<file path="src/rtl/fb_clk_div.sv">
// Runtime-programmable feedback clock divider: divides clk by N (2..2^DIV_W-1) with 50% duty,
// using a negedge half-cycle extension for odd N. Ratio and enable changes land only on period boundaries.
module fb_clk_div #(
    parameter int DIV_W     = 8,
    parameter int DIV_RESET = 3
) (
    input  logic             clk,
    input  logic             rst_n,
    input  logic             en,
    input  logic             div_load,
    input  logic [DIV_W-1:0] div_in,
    output logic             clk_fb,
    output logic [DIV_W-1:0] div_cur,
    output logic             upd_pending,
    output logic             period_start,
    output logic             load_err
);

    localparam logic [DIV_W-1:0] RST_DIV = DIV_W'(DIV_RESET);
    localparam logic [DIV_W-1:0] ONE     = DIV_W'(1);
    localparam logic [DIV_W-1:0] TWO     = DIV_W'(2);

    if (DIV_RESET < 2 || DIV_RESET > (2 ** DIV_W) - 1) begin : g_bad_div_reset
        $error("fb_clk_div: DIV_RESET out of range 2..2^DIV_W-1");
    end

    logic [DIV_W-1:0] cnt;
    logic [DIV_W-1:0] div_shd;
    logic [DIV_W-1:0] cnt_nxt;
    logic [DIV_W-1:0] div_nxt;
    logic             boundary;
    logic             run_nxt;
    logic             load_ok;
    logic             pos_q;
    logic             neg_q;

    // Parking keeps cnt on the last count of the (possibly just updated) ratio,
    // so the next enabled posedge is always treated as a boundary.
    always_comb begin
        boundary = (cnt == div_cur - ONE);
        div_nxt  = div_cur;
        cnt_nxt  = cnt + ONE;
        run_nxt  = 1'b1;
        if (boundary) begin
            if (upd_pending) begin
                div_nxt = div_shd;
            end
            if (en) begin
                cnt_nxt = '0;
            end else begin
                cnt_nxt = div_nxt - ONE;
                run_nxt = 1'b0;
            end
        end
        load_ok = div_load && (div_in >= TWO);
    end

    always_ff @(posedge clk or negedge rst_n) begin
        if (!rst_n) begin
            cnt          <= RST_DIV - ONE;
            div_cur      <= RST_DIV;
            div_shd      <= RST_DIV;
            upd_pending  <= 1'b0;
            pos_q        <= 1'b0;
            period_start <= 1'b0;
            load_err     <= 1'b0;
        end else begin
            cnt          <= cnt_nxt;
            div_cur      <= div_nxt;
            upd_pending  <= load_ok || (upd_pending && !boundary);
            if (load_ok) begin
                div_shd <= div_in;
            end
            pos_q        <= run_nxt && (cnt_nxt < (div_nxt >> 1));
            period_start <= run_nxt && (cnt_nxt == '0);
            load_err     <= div_load && !load_ok;
        end
    end

    always_ff @(negedge clk or negedge rst_n) begin
        if (!rst_n) begin
            neg_q <= 1'b0;
        end else begin
            neg_q <= pos_q;
        end
    end

    // neg_q is always low across a boundary, so switching the odd select there cannot glitch.
    assign clk_fb = pos_q | (neg_q & div_cur[0]);

endmodule

</file>
<file path="config.mk">
export PLATFORM = sky130hd
export DESIGN_NAME = fb_clk_div
export DESIGN_NICKNAME = d
export VERILOG_FILES = /design/src/rtl/fb_clk_div.sv
export SDC_FILE = /design/constraint.sdc
export NUM_CORES = 1
export LEC_CHECK = 0
export ABC_CLOCK_PERIOD_IN_PS = 4400
export CAP_MARGIN = 20
export CORE_UTILIZATION = 50
export DETAILED_ROUTE_END_ITERATION = 7
export PLACE_DENSITY = 0.72
export SLEW_MARGIN = 5
export SYNTH_ARGS = -nofsm -noshare
export SYNTH_HDL_FRONTEND = slang
export SYNTH_SLANG_ARGS = --single-unit
</file>
<file path="constraint.sdc">
create_clock -name clk -period 4.4 [get_ports clk]
set_clock_uncertainty 0.15 [all_clocks]
set_input_delay 1.1 -clock clk [delete_from_list [all_inputs] [get_ports clk]]
set_output_delay 1.1 -clock clk [all_outputs]
set_load 0.05 [all_outputs]
</file>
==> results.json <==
{
  "status": "finished, violations left",
  "violations": "setup timing",
  "start_util": 0.521,
  "clk_pin_slew_ns": 0.06,
  "dp_hpwl_mm": 3.58,
  "p_total_w": 0.00162,
  "critPathArrivalTime_ns": 3.18,
  "final.setup.tns_ns": -0.0340,
  "synthCells": 215,
  "rsz0062_at_grt": "yes",
  "grt_pass1_wl_mm": 8.03,
  "leakagePower_nw": 1.06,
  "cts_tree": "done",
  "swShare": 0.456,
  "cts-buffers-inserted": 5,
  "drc": 0,
  "dieArea_um2": 4460,
  "layout_common_cells": "nand2_1 (23), dfrtp_1 (23), clkdlybuf4s50_1 (22), mux2i_1 (17), xnor2_1 (13)",
  "cp_data_required_time_ns": 3.15,
  "netlist_area_um2": 2100,
  "slew_headroom": 0.579,
  "antenna_found_initial": 0,
  "tightest_slew_ns": 0.632,
  "ys_async_sr_fraction": 1.00,
  "core-area_um2": 4030,
  "yosys-top-cells-area": "dfrtp_1 (27%), mux2i_1 (8.1%), dfstp_2 (6.3%)",
  "intPower_w": 0.000880,
  "p_sw_w": 0.000737,
  "seqPwrFrac": 0.314,
  "vdd_ir_drop_max_mv": 0.278,
  "insertion_delay_ns": 0.27,
  "ios": 24,
  "postRouteAntennaNets": 0,
  "worstSetupEndpointType": "output port",
  "avgSynthCellArea_um2": 9.77,
  "synth_top_area_share": 0.274,
  "netlist.top_cell.by_area": "dfrtp_1",
  "cts_setup_buffers": 0,
  "synth_seq_cells": 29,
  "grt_max_degree": 29,
  "synth_top_flop_cell": "dfrtp_1",
  "clock-sinks": 29,
  "combPwrFrac": 0.559,
  "drtIter0Drc": 85,
  "whs_ns": 0.327,
  "hold_buffers": 0,
  "num_vias": 1689,
  "first_pass_iters": 4,
  "ctsHtreeMaxLevel": 2,
  "crit_type": "register to output port",
  "portBuffers": 23,
  "die_w_um": 66.8,
  "grt_overflow_total": 0,
  "syn-num-nets": 236,
  "cts.path.max_buffers": 2,
  "num-nets-final": 253,
  "drv_slew": 0,
  "antennaDiodeCount": 0,
  "startpoint_type": "register",
  "wl_per_cell_um": 16.7,
  "area.growth.synth_to_final_pct": 15.3,
  "maxCapViolations": 0,
  "ys_types": 48,
  "gp_routability_congestion": 0.894,
  "ys_seq_area_frac": 0.349,
  "layout-drive-gt1-share": 0.146,
  "drt_wl_total_mm": 4.73,
  "min_path_type": "register to register",
  "viasPerCell": 5.97,
  "power.density_nw_per_um2": 668,
  "setup_viol": 1,
  "worstPathMaxFanout": 1,
  "ys_warn_count": 0,
  "rows": 23,
  "cts.repair.resized": 0,
  "setup_slack_ns": -0.0340,
  "clock_power_share": 0.127,
  "grt_pass1_vias": 1628,
  "die_h_um": 66.8,
  "grtUsageTotal": 0.247,
  "synth_edf_count": 0,
  "hold_viol": 0,
  "root_buffer": "clkbuf_8"
}
-- critical path: stages, from the launching register on --
cell,delay [ns]
dfrtn_1,0.41
a21o_1,0.15
buf_12,0.14
-- through the flow --
step / setup WS, ns / cells / cell area [µm²] / util
final: -0.0340 / 283 / 2420 / 0.601
after global routing: -0.0652 / 283 / 2420 / 0.601
after CTS: -0.0393 / 283 / 2420 / 0.601
after detailed placement: 0.264 / 275 / 2340 / 0.581
after global placement: 0.300 / 275 / 2340 / 0.581
after floorplan: 0.208 / 215 / 2100 / -
-- power groups by stage --
stage	registers (W)	logic, W	clock network, W
detailed placement	0.000508	0.000897	0
global route	0.000522	0.000997	0.000224
global placement	0.000506	0.000880	0
finish	0.000507	0.000905	0.000205
floorplan	0.000503	0.000688	0
CTS	0.000505	0.000902	0.000214
-- state kept, by name, indices dropped and copies added, names as in the netlist --
name,cells
div_shd,8
div_cur,8
period_start,1
neg_q,1
load_err,1
cnt,8
upd_pending,1
pos_q,1
-- synthesized netlist by cell type (2+ instances only) --
master and count:
dfrtp_1 23, nand2_1 23, mux2i_1 17, xnor2_1 13, clkbuf_1 10, ha_1 9, nand3_1 8, nor3_1 8
xor2_1 8, a21oi_1 7, mux2_2 7, nor2_1 7, inv_1 6, dfstp_2 5, or4_1 5, mux2_4 4
nor3b_1 4, o21ai_0 4, and3_1 3, o21a_1 3, or3_1 3, a211oi_1 2, a21o_1 2, a31oi_1 2
buf_2 2, buf_6 2, nand2b_1 2, nor3_2 2, nor4_1 2, o31a_1 2, o31ai_1 2, o41ai_2 2
-- cells by family after synthesis --
family | synth area share
buffers and inverters | 0.0477
flip-flops | 0.349
AO/OA/AOI/OAI | 0.114
multiplexers | 0.153
adder cells (fa/ha/maj) | 0.0536
AND/OR/NAND/NOR | 0.195
XOR/XNOR | 0.0876
-- metal layers --
layer	wire, µm	share of wire	global-route usage	vias up
met2	2280	0.48	0.407	46
met4	94	0.020	0.0904	0
met1	2180	0.46	0.316	826
met3	170	0.036	0.0497	10
met5	0	0	0	-
li1	-	-	-	807
-- final cells by class --
class / instances / area, µm²
well taps: 50 / 62.6
fillers: 365 / 1610
clock buffers: 8 / 80.1
flip-flops and latches: 29 / 732
inverters: 6 / 22.5
repair buffers: 25 / 255
multi-input cells: 165 / 1270
-- path summary, 6_finish.rpt --
kind / cells past startpoint / startpoint / slack [ns] / endpoint
max: 2 / neg_q / -0.03 / clk_fb
min: 2 / div_shd[1] / 0.33 / div_shd[1]
max reg2reg: 12 / div_cur[0] / 0.50 / pos_q
min reg2reg: 2 / div_shd[1] / 0.33 / div_shd[1]
max in group asynchronous: 1 / rst_n / 0.99 / neg_q
min in group asynchronous: 2 / rst_n / 1.15 / cnt[2]
No activity file was read; power rests on OpenSTA's default activity.
